==> src/rtl/vram_arb_pkg.sv <==
// Shared types and slot-phase constants for the VRAM slot arbiter.
package vram_arb_pkg;

   typedef enum logic [2:0] {
      OWN_IDLE = 3'd0,
      OWN_PF   = 3'd1,
      OWN_MO   = 3'd2,
      OWN_AL   = 3'd3,
      OWN_CPU  = 3'd4
   } owner_t;

   localparam logic [2:0] PH_PF  = 3'd0;
   localparam logic [2:0] PH_MO  = 3'd2;
   localparam logic [2:0] PH_AL  = 3'd4;
   localparam logic [2:0] PH_CPU = 3'd6;

   // Owner for the slot that begins at even phase ph. During VBLANK the CPU
   // may take any slot; otherwise it only competes for the last one.
   function automatic owner_t pick_owner(
      input logic [2:0] ph,
      input logic       vblank,
      input logic       cpu_req,
      input logic       mo_req
   );
      owner_t o;
      o = OWN_IDLE;
      case (ph)
         PH_PF:   o = OWN_PF;
         PH_MO:   o = mo_req ? OWN_MO : OWN_IDLE;
         PH_AL:   o = OWN_AL;
         PH_CPU:  o = cpu_req ? OWN_CPU : (mo_req ? OWN_MO : OWN_IDLE);
         default: o = OWN_IDLE;
      endcase
      if (vblank && cpu_req) begin
         o = OWN_CPU;
      end
      return o;
   endfunction

endpackage

==> src/rtl/vram_slot_counter.sv <==
// Purpose: 3-bit slot phase counter, LINE_START reloads phase 0 on the next edge.
// Latency: PHASE updates one edge after LINE_START.
// Backpressure: none, free-running.
module vram_slot_counter
   import vram_arb_pkg::*;
(
   input  logic       MCKF,
   input  logic       RESET_b,
   input  logic       LINE_START,
   output logic [2:0] PHASE,
   output logic       ADDR_PH,
   output logic       DATA_PH
);

   always_ff @(posedge MCKF or negedge RESET_b) begin
      if (!RESET_b) begin
         PHASE <= PH_PF;
      end else if (LINE_START) begin
         PHASE <= PH_PF;
      end else begin
         PHASE <= PHASE + 3'd1;
      end
   end

   assign ADDR_PH = ~PHASE[0];
   assign DATA_PH =  PHASE[0];

endmodule

==> src/rtl/vram_slot_arbiter.sv <==
// Purpose: four 2-clock VRAM slots per 8-clock group (PF, MO, AL, CPU), drives VRAM and latch strobes.
// Latency: owner/address registered entering the even phase; strobe in the odd phase; CPU_ACK the cycle after.
// Backpressure: CPU holds CPU_REQ until CPU_ACK; LINE_START in a data phase aborts it with no ACK.
module vram_slot_arbiter
   import vram_arb_pkg::*;
#(
   parameter int AW = 14,
   parameter int DW = 16
) (
   input  logic          MCKF,
   input  logic          RESET_b,
   input  logic          LINE_START,
   input  logic          VBLANK,
   input  logic [AW-1:0] PF_ADDR,
   input  logic [AW-1:0] MO_ADDR,
   input  logic          MO_REQ,
   input  logic [AW-1:0] AL_ADDR,
   input  logic          CPU_REQ,
   input  logic          CPU_WE,
   input  logic [AW-1:0] CPU_ADDR,
   input  logic [DW-1:0] CPU_WDATA,
   input  logic [DW-1:0] VRD,
   output logic [AW-1:0] VRA,
   output logic          VRAM_OE_b,
   output logic          VRAM_WE_b,
   output logic [DW-1:0] VRD_OUT,
   output logic          VRD_DRV,
   output logic          PF_LD_b,
   output logic          MO_LD_b,
   output logic          AL_LD_b,
   output logic          CPU_ACK,
   output logic [DW-1:0] CPU_RDATA,
   output owner_t        OWNER
);

   logic [2:0] phase;
   logic       addr_ph;
   logic       data_ph;

   vram_slot_counter u_slot_counter (
      .MCKF       (MCKF),
      .RESET_b    (RESET_b),
      .LINE_START (LINE_START),
      .PHASE      (phase),
      .ADDR_PH    (addr_ph),
      .DATA_PH    (data_ph)
   );

   owner_t        owner_q,   owner_d;
   logic          cpu_we_q,  cpu_we_d;
   logic [AW-1:0] vra_q,     vra_d;
   logic [DW-1:0] wdata_q,   wdata_d;
   logic [DW-1:0] rdata_q,   rdata_d;
   logic          oe_b_q,    oe_b_d;
   logic          we_b_q,    we_b_d;
   logic          drv_q,     drv_d;
   logic          pf_ld_b_q, pf_ld_b_d;
   logic          mo_ld_b_q, mo_ld_b_d;
   logic          al_ld_b_q, al_ld_b_d;
   logic          ack_q,     ack_d;

   logic          enter_data;
   logic          cpu_done;
   logic          cpu_elig;
   logic [2:0]    slot_ph;

   // Any edge that does not land on an odd phase opens a new slot.
   assign enter_data = addr_ph & ~LINE_START;
   assign slot_ph    = LINE_START ? PH_PF : phase + 3'd1;

   // The request still held during a completing CPU slot is the old one,
   // so it may not win the slot that begins on that same edge.
   assign cpu_done = (owner_q == OWN_CPU) && data_ph && !LINE_START;
   assign cpu_elig = CPU_REQ && !cpu_done;

   always_ff @(posedge MCKF or negedge RESET_b) begin
      if (!RESET_b) begin
         owner_q   <= OWN_IDLE;
         cpu_we_q  <= 1'b0;
         vra_q     <= '0;
         wdata_q   <= '0;
         rdata_q   <= '0;
         oe_b_q    <= 1'b1;
         we_b_q    <= 1'b1;
         drv_q     <= 1'b0;
         pf_ld_b_q <= 1'b1;
         mo_ld_b_q <= 1'b1;
         al_ld_b_q <= 1'b1;
         ack_q     <= 1'b0;
      end else begin
         owner_q   <= owner_d;
         cpu_we_q  <= cpu_we_d;
         vra_q     <= vra_d;
         wdata_q   <= wdata_d;
         rdata_q   <= rdata_d;
         oe_b_q    <= oe_b_d;
         we_b_q    <= we_b_d;
         drv_q     <= drv_d;
         pf_ld_b_q <= pf_ld_b_d;
         mo_ld_b_q <= mo_ld_b_d;
         al_ld_b_q <= al_ld_b_d;
         ack_q     <= ack_d;
      end
   end

   always_comb begin
      owner_d   = owner_q;
      cpu_we_d  = cpu_we_q;
      vra_d     = vra_q;
      wdata_d   = wdata_q;
      rdata_d   = rdata_q;
      oe_b_d    = oe_b_q;
      drv_d     = drv_q;
      we_b_d    = 1'b1;
      pf_ld_b_d = 1'b1;
      mo_ld_b_d = 1'b1;
      al_ld_b_d = 1'b1;
      ack_d     = 1'b0;

      if (enter_data) begin
         case (owner_q)
            OWN_PF:  pf_ld_b_d = 1'b0;
            OWN_MO:  mo_ld_b_d = 1'b0;
            OWN_AL:  al_ld_b_d = 1'b0;
            OWN_CPU: we_b_d    = ~cpu_we_q;
            default: ;
         endcase
      end else begin
         owner_d = pick_owner(slot_ph, VBLANK, cpu_elig, MO_REQ);
         oe_b_d  = 1'b1;
         drv_d   = 1'b0;
         case (owner_d)
            OWN_PF: begin
               vra_d  = PF_ADDR;
               oe_b_d = 1'b0;
            end
            OWN_MO: begin
               vra_d  = MO_ADDR;
               oe_b_d = 1'b0;
            end
            OWN_AL: begin
               vra_d  = AL_ADDR;
               oe_b_d = 1'b0;
            end
            OWN_CPU: begin
               vra_d    = CPU_ADDR;
               cpu_we_d = CPU_WE;
               oe_b_d   = CPU_WE;
               drv_d    = CPU_WE;
               if (CPU_WE) begin
                  wdata_d = CPU_WDATA;
               end
            end
            default: ;
         endcase

         if (cpu_done) begin
            ack_d = 1'b1;
            if (!cpu_we_q) begin
               rdata_d = VRD;
            end
         end
      end
   end

   // A LINE_START arriving inside a data phase must kill that cycle's strobes.
   always_comb begin
      VRA       = vra_q;
      VRAM_OE_b = oe_b_q;
      VRAM_WE_b = we_b_q | LINE_START;
      VRD_OUT   = wdata_q;
      VRD_DRV   = drv_q;
      PF_LD_b   = pf_ld_b_q | LINE_START;
      MO_LD_b   = mo_ld_b_q | LINE_START;
      AL_LD_b   = al_ld_b_q | LINE_START;
      CPU_ACK   = ack_q;
      CPU_RDATA = rdata_q;
      OWNER     = owner_q;
   end

endmodule

==> config.mk <==
export PLATFORM = sky130hd
export DESIGN_NAME = vram_slot_arbiter
export DESIGN_NICKNAME = d
export VERILOG_FILES = /design/src/rtl/vram_arb_pkg.sv /design/src/rtl/vram_slot_counter.sv /design/src/rtl/vram_slot_arbiter.sv
export SDC_FILE = /design/constraint.sdc
export NUM_CORES = 1
export LEC_CHECK = 0
export ABC_AREA = 1
export BUFFER_PORTS_ARGS = -buffer_cell sky130_fd_sc_hd__buf_2
export CORE_MARGIN = 5
export CORE_UTILIZATION = 40
export DETAILED_ROUTE_END_ITERATION = 16
export PLACE_DENSITY = 0.74
export SYNTH_ARGS = -nofsm -noshare
export SYNTH_HDL_FRONTEND = slang
export SYNTH_SLANG_ARGS = --single-unit
export TNS_END_PERCENT = 100
==> constraint.sdc <==
create_clock -name MCKF -period 5 [get_ports MCKF]
set_input_delay 0.25 -clock MCKF [delete_from_list [all_inputs] [get_ports MCKF]]
set_output_delay 0.25 -clock MCKF [all_outputs]
set_load 0.03 [all_outputs]
# ---- Yosys cells after proc, flatten, opt, wreduce, memory -nomap -nowiden
# Index checks and enable logic that the tools add are counted.
dict set report totals {
  ff_bits 60
  in_bits 95
  output_inout_bits 56
  word_cells 66
}
dict set report classes {
  n_addsub 1
  eq_ne 11
  muxes 19
  bitwise_logic 9
  n_reduce_logical 13
}
# op count
set ops {}
lappend ops {{$pmux W14 S4} 1}
lappend ops {{$eq A3 B2 Y1 const B} 5}
lappend ops {{$eq A3 B3 Y1 const B} 4}
lappend ops {{$mux W3} 4}
lappend ops {{$pmux W3 S4} 1}
lappend ops {{$mux W1} 11}
lappend ops {{$eq A3 B1 Y1 const B} 2}
lappend ops {{$reduce_and A3 Y1} 2}
lappend ops {{$logic_and A1 B1 Y1} 4}
lappend ops {{$not A1 Y1} 4}
lappend ops {{$or A1 B1 Y1} 4}
lappend ops {{$reduce_and A2 Y1} 2}
lappend ops {{$reduce_bool A4 Y1} 1}
lappend ops {{$add A3 B1 Y3 const B} 1}
lappend ops {{$logic_not A3 Y1} 1}
lappend ops {{$reduce_or A3 Y1} 1}
lappend ops {{$logic_not A1 Y1} 2}
lappend ops {{$mux W2} 1}
lappend ops {{$pmux W1 S2} 1}
lappend ops {{$and A1 B1 Y1} 1}

# ---- Depth between registers and ports, before layout
dict set report logic_depth {
  word_depth 12
  mapped_depth 14
  ltp_nobuf 13
}

# ---- Cells and area by module
# From an unflattened synthesis, not the netlist that was laid out.
dict set report hier_totals {
  cells_unflattened 375
  area_unflattened_um2 3059.2
}
# mod instances cells_per_inst area_per_inst_um2 seq_area_each_um2
set by_module_without_submodules {}
lappend by_module_without_submodules {vram_slot_arbiter 1 361 2927.8 1432.6}
lappend by_module_without_submodules {vram_slot_counter 1 14 131.4 75.1}

# ---- Worst setup path after synthesis
# Ideal clock, no wire load.
dict set report synth_timing {
  path_type {register to register}
  startpoint {register u_slot_counter.PHASE[0]}
  endpoint {register vra_q[0] (netlist: VRA[0])}
  setup_ns 0.117
  arrival_ns 1.768
  required_ns 4.883
  setup_slack_ns 3.116
  path_stages_with_launch 14
  path_buffers 1
  synth_period_minus_slack_ns 1.884
  cell_sequence {dfrtp_1 -> ha_1 -> inv_1 -> nor2_8 -> nand2_2 -> nor2_2 -> nand2_2 -> nand2_2 -> nand2_4 -> nand3_4 -> inv_2 -> buf_6 -> nand2_1 -> nand2_1}
}
dict set report synth_via {
  elab_chain_len 11
  word_cells_on_any_way 25
  cone_classes {1 x add/sub; 7 x eq/ne; 6 x mux; 3 x bitwise; 8 x reduce/logical}
}
# element line_no
set synth_rtl {}
lappend synth_rtl {{start: declaration} vram_slot_counter.sv:10} ;# output logic [2:0] PHASE,
lappend synth_rtl {{start signal: assignment} vram_slot_counter.sv:21} ;# PHASE <= PHASE + 3'd1;
lappend synth_rtl {{parallel branches: the longest is 11 deep, another holds $add A3 B1 Y3} --}
lappend synth_rtl {{end signal: assignment} vram_slot_arbiter.sv:93} ;# vra_q <= vra_d;
lappend synth_rtl {{end: declaration} vram_slot_arbiter.sv:51} ;# logic [AW-1:0] vra_q, vra_d;
# Several ways; the timed one is not identified. The select of a mux whose other input is x is not followed.
# A chain may end at the register's enable or synchronous reset.

# ---- Worst setup path after layout
dict set report layout_timing {
  startpoint {register u_slot_counter.PHASE[0]}
  endpoint {register vra_q[3] (netlist: VRA[3])}
}
# Same word-level chain as after synthesis.

==> metrics.md <==
| Metric | Value |
|---|---|
| Status | `complete, no violations` |
| Die Area | `0.009720 mm²` |
| Unrepaired setup endpoints after global routing | `no` |
| Final ANT Viol Nets | `0` |
| DR vias/cell | `4.824` |
| Initial antenna violation count | `3` |
| Synth cell types | `28` |
| Setup TNS | `0 ns` |
| WL/cell | `14.88 µm` |
| Pin count of the biggest net entering global routing | `61` |
| Clock power frac | `27.5%` |
| Synth warnings | `0` |
| Flop pwr share | `38.6%` |
| Syn avg cell area | `9.152 µm²` |
| GRT Residual Overflow | `0` |
| Pre-antenna DRT Iters | `5` |
| Hold Fails Final Rpt | `0` |
| Yosys reg bits | `60` |
| Worst-Skew Late Latency | `0.33 ns` |
| Peak supply drop | `0.2915 mV` |
| Clock sink count | `60` |
| Sw Pwr | `0.0006394 W` |
| Worst slew margin | `50.18%` |
| Cells after Synth | `343` |
| Worst path slowest cell | `dfrtp_1` |
| Critical path launch point type | `flip-flop` |
| Worst-path fanout max | `29` |
| Setup CP Type | `reg -> reg` |
| Postcts setup bufs | `0` |
| Max Cap Viol | `0` |
| DRC Markers | `0` |
| Min-delay worst type | `in -> async` |
| Worst EP required | `5.23 ns` |
| Num CTS Buffers | `9` |
| # setup viols final | `0` |
| Sequential area share after synthesis | `48.03%` |
| Crit-path leading delay family | `simple AND/OR/NAND/NOR gates` |
| Nets | `585` |
| Post-synth net total | `439` |
| Async set or reset register ratio after synthesis | `100.0%` |
| PD cells | `407.9 mW/mm²` |
| Leakage | `2.266 nW` |
| CTS resizes | `0` |
| Synth Cell Area | `0.003139 mm²` |
| # rows | `32` |
| Post-layout min period | `2.716 ns` |
| Root Buffer | `clkbuf_8` |
| Initial Utilization | `40.84%` |
| Die Height | `98.59 µm` |
| Initial DRC count | `187` |
| Core ar. | `0.007687 mm²` |
| Slew @ Worst Pin | `0.7474 ns` |
| Number of global-route vias before repair | `2925` |
| Layout cell share with drive strength beyond 1 | `44.83%` |
| Share of the synthesized area in the top cell type | `43.84%` |
| Antenna diodes | `0` |
| Top cells by area, synth | `dfrtp_1 (44%), nand2_1 (15%), nand4_1 (6.0%), mux2_2 (5.7%), dfstp_2 (4.2%)` |
| H-tree depth | `3` |
| Clock Path Buffers | `2` |
| Synth area leader | `dfrtp_1` |
| Overall Global Routing Usage | `18.31%` |
| # hold bufs at CTS | `0` |
| CP endpoint kind | `flip-flop` |
| Top cells by count, synth | `nand2_1 (125), dfrtp_1 (55), nand4_1 (30)` |
| Combinational share of power | `33.9%` |
| Most frequent CP cell | `nand2_2` |
| DR vias | `2870` |
| Final period util | `54.31%` |
| Pins Over Slew Limit | `0` |
| WP buf/inv | `2` |
| Min Hold Slack | `0.06195 ns` |
| Routed WL | `8.853 mm` |
| WP data arrival | `2.94 ns` |
| Crit-path max cell delay | `0.45 ns` |
| Port Buffers | `150` |
| Switching fraction of total power | `38.16%` |
| Achievable frequency | `368.2 MHz` |
| Pint | `0.001036 W` |
| Worst-path cell chain | `ha_1 > inv_1 > nor2_8 > nand2_2 > nor2_2 > nand2_2 > nand2_2 > nand2_4 > nand3_4 > inv_2 > nand2_1 > nand2_1` |
| Area Growth Syn to Fin | `30.85%` |
| Clock skew | `0.007886 ns` |
| First-pass GRT wire length | `14.32 mm` |
| TritonCTS clock tree | `yes` |
| Clock slew at reported path FFs | `0.07 ns` |
| Cell with the most instances after synthesis | `nand2_1` |
| Number of synthesized flops with an enable pin | `0` |
| Ports | `151` |
| Die width | `98.59 µm` |
| Most common flop cell mapped by yosys | `dfrtp_1` |
| Dpl hpwl | `6.725 mm` |
| Final GP Congestion | `0.9138` |
-- kinds of logic (layout without fill, tap and decap cells) --
| logic type | after synthesis | in the layout | share of synthesized area [%] |
|---|---|---|---|
| and+or+nand+nor | 217 | 217 | 37.11 |
| DFF | 60 | 60 | 48.03 |
| buffers and inverters | 44 | 194 | 7.573 |
| muxes | 16 | 16 | 5.739 |
| AOI/OAI and AO/OA | 5 | 5 | 1.156 |
| adders and majority gates | 1 | 1 | 0.3985 |
-- path summary, 6_finish.rpt --
path | startpoint | end | slack [ns] | depth (start not counted)
max | u_slot_counter.PHASE[0]$_DFF_PN0_ | VRA[3]$_DFFE_PN0P_ | 2.28 | 12
min | RESET_b | CPU_RDATA[0]$_DFFE_PN0P_ | 0.06 | 2
max reg2reg | u_slot_counter.PHASE[0]$_DFF_PN0_ | VRA[3]$_DFFE_PN0P_ | 2.28 | 12
min reg2reg | VRD_OUT[10]$_DFFE_PN0P_ | VRD_OUT[10]$_DFFE_PN0P_ | 0.47 | 2
max in group asynchronous | RESET_b | VRD_OUT[3]$_DFFE_PN0P_ | 4.44 | 2
min in group MCKF | CPU_WDATA[11] | VRD_OUT[11]$_DFFE_PN0P_ | 0.11 | 3
-- stage by stage --
stage / utilization [%] / setup slack [ns] / cells / area (µm²) / total power, W
finish: 53.43 / 2.284 / 595 / 4108 / 0.001676
CTS: 53.43 / 2.284 / 595 / 4108 / 0.001694
global placement: 50.70 / 2.445 / 580 / 3897 / 0.001215
floorplan: - / 3.116 / 343 / 3139 / 0.001039
global route: 53.43 / 2.025 / 595 / 4108 / 0.001768
detailed placement: 50.70 / 2.319 / 580 / 3897 / 0.001226
-- final cells by class --
| type | instances | area (µm²) |
|---|---|---|
| Fill cell | 728 | 3580 |
| Sequential cell | 60 | 1508 |
| Multi-Input combinational cell | 239 | 1394 |
| Timing Repair Buffer | 151 | 758.2 |
| Clock buffer | 12 | 165.2 |
| Tap cell | 102 | 127.6 |
| Inverter | 28 | 110.1 |
| Clock inverter | 3 | 45.04 |
-- per-layer routing --
metal,share of wire (%),up-vias,global-route usage (%)
met4,2.1,6,6.513
met2,47,129,28.29
met3,9.9,21,7.785
met1,40,1314,23.02
li1,-,1400,-
met5,0.29,-,0
-- state kept, by name, indices dropped and copies added (netlist names) --
| register | cells |
|---|---|
| cpu_we_q | 1 |
| VRD_DRV | 1 |
| al_ld_b_q | 1 |
| mo_ld_b_q | 1 |
| VRA | 14 |
| CPU_RDATA | 16 |
| VRAM_OE_b | 1 |
| pf_ld_b_q | 1 |
| u_slot_counter.PHASE | 3 |
| OWNER | 3 |
| VRD_OUT | 16 |
| we_b_q | 1 |
| CPU_ACK | 1 |
-- power groups by stage --
stage	logic, W	registers [W]	clock network [W]
after CTS	0.000574	0.000647	0.000472
after global routing	0.000616	0.000660	0.000491
after detailed placement	0.000574	0.000652	0
after global placement	0.000563	0.000652	0
final	0.000568	0.000647	0.000461
after floorplan	0.000185	0.000854	0
-- cell usage in the layout, fill, tap and decap left out, types with 2 or more instances in the layout --
cell type   netlist  routed
nand3_4           4       4
nor2_1            5       5
clkinv_2          2       2
nand4_1          30      30
nand2_4           3       3
clkinvlp_4        0       2
nor2_4            3       3
o21ai_0           3       3
dfrtp_1          55      55
buf_2             6     150
dfstp_2           5       5
or2_2             4       4
inv_1            22      22
mux2_2           16      16
clkbuf_8          0      12
nor2_8            4       4
nand3_1          16      16
nand2_1         125     125
nand3b_1         14      14
inv_2             3       3
nand2_2           7       7
No activity file was read; power rests on OpenSTA's default activity.
